## config.mk

```make
export PLATFORM = sky130hd
export DESIGN_NAME = axil_native_bridge
export DESIGN_NICKNAME = d
export VERILOG_FILES = /design/src/rtl/axil_native_pkg.sv /design/src/rtl/axil_native_rd_ch.sv /design/src/rtl/axil_native_bridge.sv
export SDC_FILE = /design/constraint.sdc
export NUM_CORES = 1
export LEC_CHECK = 0
export ABC_CLOCK_PERIOD_IN_PS = 4800
export CAP_MARGIN = 5
export CORE_MARGIN = 2
export CORE_UTILIZATION = 43
export DETAILED_ROUTE_END_ITERATION = 8
export PLACE_DENSITY = 0.88
export SLEW_MARGIN = 20
export SYNTH_ARGS = -nofsm -noshare
export SYNTH_HDL_FRONTEND = slang
export SYNTH_SLANG_ARGS = --single-unit
```

## constraint.sdc

```tcl
create_clock -name axi_aclk -period 4.8 [get_ports axi_aclk]
set_input_delay 0.96 -clock axi_aclk [delete_from_list [all_inputs] [get_ports axi_aclk]]
set_output_delay 0.96 -clock axi_aclk [all_outputs]
set_load 0.01 [all_outputs]
```

## src/rtl/axil_native_pkg.sv

```systemverilog
// Shared response codes, FSM state types and address decode for the AXI-Lite to native bridge.
package axil_native_pkg;

  localparam logic [1:0] RESP_OKAY   = 2'b00;
  localparam logic [1:0] RESP_SLVERR = 2'b10;
  localparam logic [1:0] RESP_DECERR = 2'b11;

  typedef enum logic [1:0] {W_COLLECT, W_EXEC, W_RESP} wr_state_t;
  typedef enum logic [1:0] {R_IDLE, R_REQ, R_WAIT, R_RESP} rd_state_t;

  // Upper address bits must match the window base; both arrive zero-extended to 64 bits.
  function automatic logic in_window(input logic [63:0] addr, input logic [63:0] base,
                                     input int unsigned win_log2);
    return (addr >> win_log2) == (base >> win_log2);
  endfunction

endpackage

```

## src/rtl/axil_native_rd_ch.sv

```systemverilog
// AXI-Lite read channel: decode, one-cycle native read request, data-valid wait with timeout.
module axil_native_rd_ch
  import axil_native_pkg::*;
#(
  parameter int                    ADDR_WIDTH = 32,
  parameter int                    DATA_WIDTH = 32,
  parameter logic [ADDR_WIDTH-1:0] ADDR_BASE  = '0,
  parameter int                    WIN_LOG2   = 16,
  parameter int                    RD_TIMEOUT = 255
) (
  input  logic                  clk,
  input  logic                  rst_n,
  input  logic [ADDR_WIDTH-1:0] araddr,
  input  logic                  arvalid,
  output logic                  arready,
  output logic [DATA_WIDTH-1:0] rdata,
  output logic [1:0]            rresp,
  output logic                  rvalid,
  input  logic                  rready,
  output logic                  rden,
  output logic [WIN_LOG2-1:0]   raddr,
  input  logic [DATA_WIDTH-1:0] rd_data,
  input  logic                  rd_valid
);

  localparam int ALIGN = $clog2(DATA_WIDTH/8);
  localparam int CW    = $clog2(RD_TIMEOUT+1);

  rd_state_t     state;
  logic          rdy_en;
  logic [CW-1:0] cnt;

  assign arready = rdy_en && (state == R_IDLE);
  assign rvalid  = (state == R_RESP);
  assign rden    = (state == R_REQ);

  always_ff @(posedge clk or negedge rst_n) begin
    if (!rst_n) begin
      state  <= R_IDLE;
      rdy_en <= 1'b0;
      cnt    <= '0;
      raddr  <= '0;
      rdata  <= '0;
      rresp  <= RESP_OKAY;
    end else begin
      rdy_en <= 1'b1;
      unique case (state)
        R_IDLE: if (arvalid && arready) begin
          raddr <= {araddr[WIN_LOG2-1:ALIGN], {ALIGN{1'b0}}};
          if (in_window(64'(araddr), 64'(ADDR_BASE), WIN_LOG2)) begin
            state <= R_REQ;
          end else begin
            rdata <= '0;
            rresp <= RESP_DECERR;
            state <= R_RESP;
          end
        end
        R_REQ: if (rd_valid) begin
          rdata <= rd_data;
          rresp <= RESP_OKAY;
          state <= R_RESP;
        end else begin
          cnt   <= '0;
          state <= R_WAIT;
        end
        // Data valid is checked before the timeout so a same-cycle return still succeeds.
        R_WAIT: if (rd_valid) begin
          rdata <= rd_data;
          rresp <= RESP_OKAY;
          state <= R_RESP;
        end else if (cnt == CW'(RD_TIMEOUT)) begin
          rdata <= '0;
          rresp <= RESP_SLVERR;
          state <= R_RESP;
        end else begin
          cnt <= cnt + CW'(1);
        end
        R_RESP: if (rready) state <= R_IDLE;
        default: state <= R_IDLE;
      endcase
    end
  end

endmodule

```

## src/rtl/axil_native_bridge.sv

```systemverilog
// AXI4-Lite slave to native host-register bridge: independent AW/W capture, write FSM, read channel instance.
module axil_native_bridge
  import axil_native_pkg::*;
#(
  parameter int                    ADDR_WIDTH = 32,
  parameter int                    DATA_WIDTH = 32,
  parameter logic [ADDR_WIDTH-1:0] ADDR_BASE  = '0,
  parameter int                    WIN_LOG2   = 16,
  parameter int                    RD_TIMEOUT = 255,
  localparam int                   STRB_W     = DATA_WIDTH/8
) (
  input  logic                  axi_aclk,
  input  logic                  axi_aresetn,
  input  logic [ADDR_WIDTH-1:0] s_axi_awaddr,
  input  logic                  s_axi_awvalid,
  output logic                  s_axi_awready,
  input  logic [DATA_WIDTH-1:0] s_axi_wdata,
  input  logic [STRB_W-1:0]     s_axi_wstrb,
  input  logic                  s_axi_wvalid,
  output logic                  s_axi_wready,
  output logic [1:0]            s_axi_bresp,
  output logic                  s_axi_bvalid,
  input  logic                  s_axi_bready,
  input  logic [ADDR_WIDTH-1:0] s_axi_araddr,
  input  logic                  s_axi_arvalid,
  output logic                  s_axi_arready,
  output logic [DATA_WIDTH-1:0] s_axi_rdata,
  output logic [1:0]            s_axi_rresp,
  output logic                  s_axi_rvalid,
  input  logic                  s_axi_rready,
  output logic                  host_wren_out,
  output logic [WIN_LOG2-1:0]   host_addr_wr_out,
  output logic [DATA_WIDTH-1:0] host_data_wr_out,
  output logic [STRB_W-1:0]     host_strb_wr_out,
  output logic                  host_rden_out,
  output logic [WIN_LOG2-1:0]   host_addr_rd_out,
  input  logic [DATA_WIDTH-1:0] host_data_rd_in,
  input  logic                  host_rd_valid_in
);

  localparam int ALIGN = $clog2(STRB_W);

  wr_state_t             wst;
  logic                  rdy_en, aw_held, w_held, wr_hit;
  logic [WIN_LOG2-1:0]   wr_off;
  logic [DATA_WIDTH-1:0] wr_data;
  logic [STRB_W-1:0]     wr_strb;
  logic [1:0]            bresp_q;
  logic                  aw_hs, w_hs;

  // Each beat has its own holding register, so AW and W may land in any order.
  assign s_axi_awready    = rdy_en && (wst == W_COLLECT) && !aw_held;
  assign s_axi_wready     = rdy_en && (wst == W_COLLECT) && !w_held;
  assign aw_hs            = s_axi_awvalid && s_axi_awready;
  assign w_hs             = s_axi_wvalid && s_axi_wready;
  assign s_axi_bvalid     = (wst == W_RESP);
  assign s_axi_bresp      = bresp_q;
  assign host_wren_out    = (wst == W_EXEC) && wr_hit;
  assign host_addr_wr_out = wr_off;
  assign host_data_wr_out = wr_data;
  assign host_strb_wr_out = wr_strb;

  always_ff @(posedge axi_aclk or negedge axi_aresetn) begin
    if (!axi_aresetn) begin
      wst     <= W_COLLECT;
      rdy_en  <= 1'b0;
      aw_held <= 1'b0;
      w_held  <= 1'b0;
      wr_hit  <= 1'b0;
      wr_off  <= '0;
      wr_data <= '0;
      wr_strb <= '0;
      bresp_q <= RESP_OKAY;
    end else begin
      rdy_en <= 1'b1;
      unique case (wst)
        W_COLLECT: begin
          if (aw_hs) begin
            aw_held <= 1'b1;
            wr_off  <= {s_axi_awaddr[WIN_LOG2-1:ALIGN], {ALIGN{1'b0}}};
            wr_hit  <= in_window(64'(s_axi_awaddr), 64'(ADDR_BASE), WIN_LOG2);
          end
          if (w_hs) begin
            w_held  <= 1'b1;
            wr_data <= s_axi_wdata;
            wr_strb <= s_axi_wstrb;
          end
          if ((aw_held || aw_hs) && (w_held || w_hs)) wst <= W_EXEC;
        end
        W_EXEC: begin
          bresp_q <= wr_hit ? RESP_OKAY : RESP_DECERR;
          wst     <= W_RESP;
        end
        W_RESP: if (s_axi_bready) begin
          aw_held <= 1'b0;
          w_held  <= 1'b0;
          wst     <= W_COLLECT;
        end
        default: wst <= W_COLLECT;
      endcase
    end
  end

  axil_native_rd_ch #(
    .ADDR_WIDTH(ADDR_WIDTH),
    .DATA_WIDTH(DATA_WIDTH),
    .ADDR_BASE (ADDR_BASE),
    .WIN_LOG2  (WIN_LOG2),
    .RD_TIMEOUT(RD_TIMEOUT)
  ) u_rd (
    .clk     (axi_aclk),
    .rst_n   (axi_aresetn),
    .araddr  (s_axi_araddr),
    .arvalid (s_axi_arvalid),
    .arready (s_axi_arready),
    .rdata   (s_axi_rdata),
    .rresp   (s_axi_rresp),
    .rvalid  (s_axi_rvalid),
    .rready  (s_axi_rready),
    .rden    (host_rden_out),
    .raddr   (host_addr_rd_out),
    .rd_data (host_data_rd_in),
    .rd_valid(host_rd_valid_in)
  );

endmodule

```

==> impl_metrics.env <==
export IMPL_dpl_cell_area_um2=7471
export IMPL_num_vias=3930
export IMPL_finalInstanceArea_um2=8102
export IMPL_cts_sinks=115
export IMPL_p_leak_nw=3.477
export IMPL_power_density_nw_per_um2=614.8
export IMPL_final_common_cell="clkdlybuf4s50_1"
export IMPL_synth_area_top_cells="dfrtp_1 (58%), mux2_2 (15%), mux2i_1 (7.0%), nand2_1 (3.5%), inv_1 (2.9%)"
export IMPL_relSlewSlack_pct=47.52
export IMPL_ys_seq_area_share_pct=57.75
export IMPL_critPathLaunchType="flop"
export IMPL_dieArea_um2=12470
export IMPL_yosysWarnings=0
export IMPL_synth_distinct_cells=41
export IMPL_diodes=0
export IMPL_cts_resized=0
export IMPL_grt_max_degree=90
export IMPL_syn_to_final_growth_pct=62.57
export IMPL_coreArea_um2=11370
export IMPL_firstDrtPassIters=4
export IMPL_cts_max_level=4
export IMPL_worstMarginPinSlew_ns=0.7872
export IMPL_synth_compound_area_share_pct=3.691
export IMPL_vdd_drop_max_v=0.0003644
export IMPL_drv_cap=0
export IMPL_fmax_mhz=343.6
export IMPL_synth_top_area_share_pct=57.75
export IMPL_drc=0
export IMPL_worstPathMaxFanout=5
export IMPL_period_minus_slack_ns=2.910
export IMPL_cp_required_ns=3.84
export IMPL_cts_hold_buf=0
export IMPL_arrival_ns=1.95
export IMPL_antenna_found_initial=0
export IMPL_hold_violations=0
export IMPL_ant_nets=0
export IMPL_rsz0062_at_grt="false"
export IMPL_place_congestion=0.8028
export IMPL_die_y_um=111.7
export IMPL_synth_edf_count=0
export IMPL_async_flop_share_pct=100.0
export IMPL_wl_um=12650
export IMPL_synth_simple_area_share_pct=8.938
export IMPL_synth_ff_latch_count=115
export IMPL_start_util_pct=43.83
export IMPL_post_cts_buffers=0
export IMPL_layout_drive_gt1_share_pct=16.49
export IMPL_power_total_mw=4.981
export IMPL_cts_buffer_depth=2
export IMPL_syn_inst=394
export IMPL_grt_pass1_vias=4399
export IMPL_grt_pass1_wl_um=20910
export IMPL_clk_pin_slew_worst_paths_ns=0.06
export IMPL_vias_per_cell=4.925
export IMPL_final_cell_mix="clkdlybuf4s50_1 (241), dfrtp_1 (115), mux2_2 (65), nand2_1 (46), inv_1 (38)"
export IMPL_drv_slew=0
export IMPL_skew_ns=0.01010
export IMPL_synth_top_family_by_area="multiplexers"
export IMPL_synth_main_ff_cell="dfrtp_1"
export IMPL_r2r_cells=6
export IMPL_synthMuxAreaShare_pct=21.72
export IMPL_yosysTopAreaCell="dfrtp_1"
export IMPL_fin_nets=788
export IMPL_crit_type="reg2out"
export IMPL_cts_tree="yes"
export IMPL_num_rows=39
export IMPL_ios=251
export IMPL_postLayoutCoreUtil_pct=71.26
export IMPL_syn_area_um2=4984
export IMPL_period_share_pct=60.63
export IMPL_crit_path_end_kind="primary output"
export IMPL_clkLatencyLatePin_ns=0.40
export IMPL_timing_setup_tns_ns=0
export IMPL_synth_xor_xnor_area_share_pct=0.1757
export IMPL_synthAdderAreaFrac_pct=1.506
export IMPL_numCtsBuffers=17
export IMPL_dpl_hpwl_um=9351
export IMPL_status="complete, no violations"
export IMPL_synth_avg_cell_area_um2=12.65
export IMPL_hold_depth=1
export IMPL_groute_usage_overall_pct=21.02
export IMPL_fp_dieW_um=111.7
export IMPL_clock_root_buffer="clkbuf_16"
export IMPL_setup_viol=0
export IMPL_avgRoutedWirePerCell_um=15.85
export IMPL_min_path_type="reg2reg"
export IMPL_portBuffers=242
export IMPL_grt_overflow=0
export IMPL_drtIter0Drc=154
-- cells by family (layout without fill, tap and decap cells) --
logic type / Yosys count / after routing
fa+ha+maj: 6 / 6
mux: 100 / 100
compound gates: 28 / 28
xor+xnor: 1 / 1
buf+inv: 57 / 315
simple gates: 85 / 85
flops: 115 / 115
other cells: 2 / 5
-- worst max-delay path: stages, from the launching register on --
cell and delay (ns):
dfrtp_1 0.40, inv_1 0.15, ha_1 0.27, and2_1 0.17
clkdlybuf4s50_1 0.56
-- power breakdown --
group          total (mW)  switching [mW]  internal [mW]  leakage, nW
registers            1.56           0.213           1.34         1.44
logic                2.11           0.894           1.21         1.73
clock network        1.32           0.436          0.881        0.299
-- routing by layer --
layer | global-route usage [%] | part of all wire, % | wire [um]
met5 | 0 | 0 | 0
met4 | 7.490 | 1.7 | 215
met3 | 7.730 | 7.9 | 997
met2 | 36.97 | 52 | 6544
met1 | 23.46 | 39 | 4888
-- cells in the mapped netlist (2+ instances only) --
cell type	number
and4_1	2
nand2_1	46
buf_6	4
a21o_1	2
inv_1	38
clkbuf_1	4
buf_2	2
buf_8	3
nand2b_1	6
ha_1	6
buf_4	6
a21oi_1	8
nand3_1	4
conb_1	2
nor4b_4	2
nor4_1	9
nor2_1	6
o31ai_1	2
dfrtp_1	115
mux2i_1	35
nor2b_1	2
o21ai_0	7
mux2_2	65
-- path summary, 6_finish.rpt --
check	startpoint	to	slack, ns
worst max-delay path	u_rd.state[0]	s_axi_arready	1.89
max in group asynchronous	axi_aresetn	host_addr_wr_out[6]	3.29
worst min register to register	wr_hit	s_axi_bresp[0]	0.48
worst max register to register	u_rd.state[0]	u_rd.rresp[1]	2.28
min in group asynchronous	axi_aresetn	u_rd.rdata[22]	0.61
worst min-delay path	wr_hit	s_axi_bresp[0]	0.48
-- area by class of cell --
| class | instances | area, um2 |
|---|---|---|
| Sequential cell | 115 | 2878 |
| Clock inverter | 13 | 183.9 |
| Clock buffer | 19 | 442.9 |
| Timing Repair Buffer | 245 | 2446 |
| Multi-Input combinational cell | 225 | 1829 |
| Tap cell | 143 | 178.9 |
| Inverter | 38 | 142.6 |
| Fill cell | 788 | 3268 |
-- per-stage QoR --
stage	setup WS (ns)	std cells	hold WS, ns
after detailed placement	1.642	766	0.4796
after CTS	1.872	798	0.4951
after floorplan	2.736	397	0.4587
after global routing	1.764	798	0.5159
final	1.890	798	0.4845
after global placement	1.705	766	0.4715
-- registers in the layout, summed over array words and instances (netlist names), 2 cells and up --
| signal | count |
|---|---|
| host_addr_wr_out | 14 |
| host_strb_wr_out | 4 |
| u_rd.rdata | 32 |
| u_rd.rresp | 2 |
| u_rd.cnt | 8 |
| u_rd.raddr | 14 |
| host_data_wr_out | 32 |
| u_rd.state | 2 |
| wst | 2 |
No activity file was read; power rests on OpenSTA's default activity.
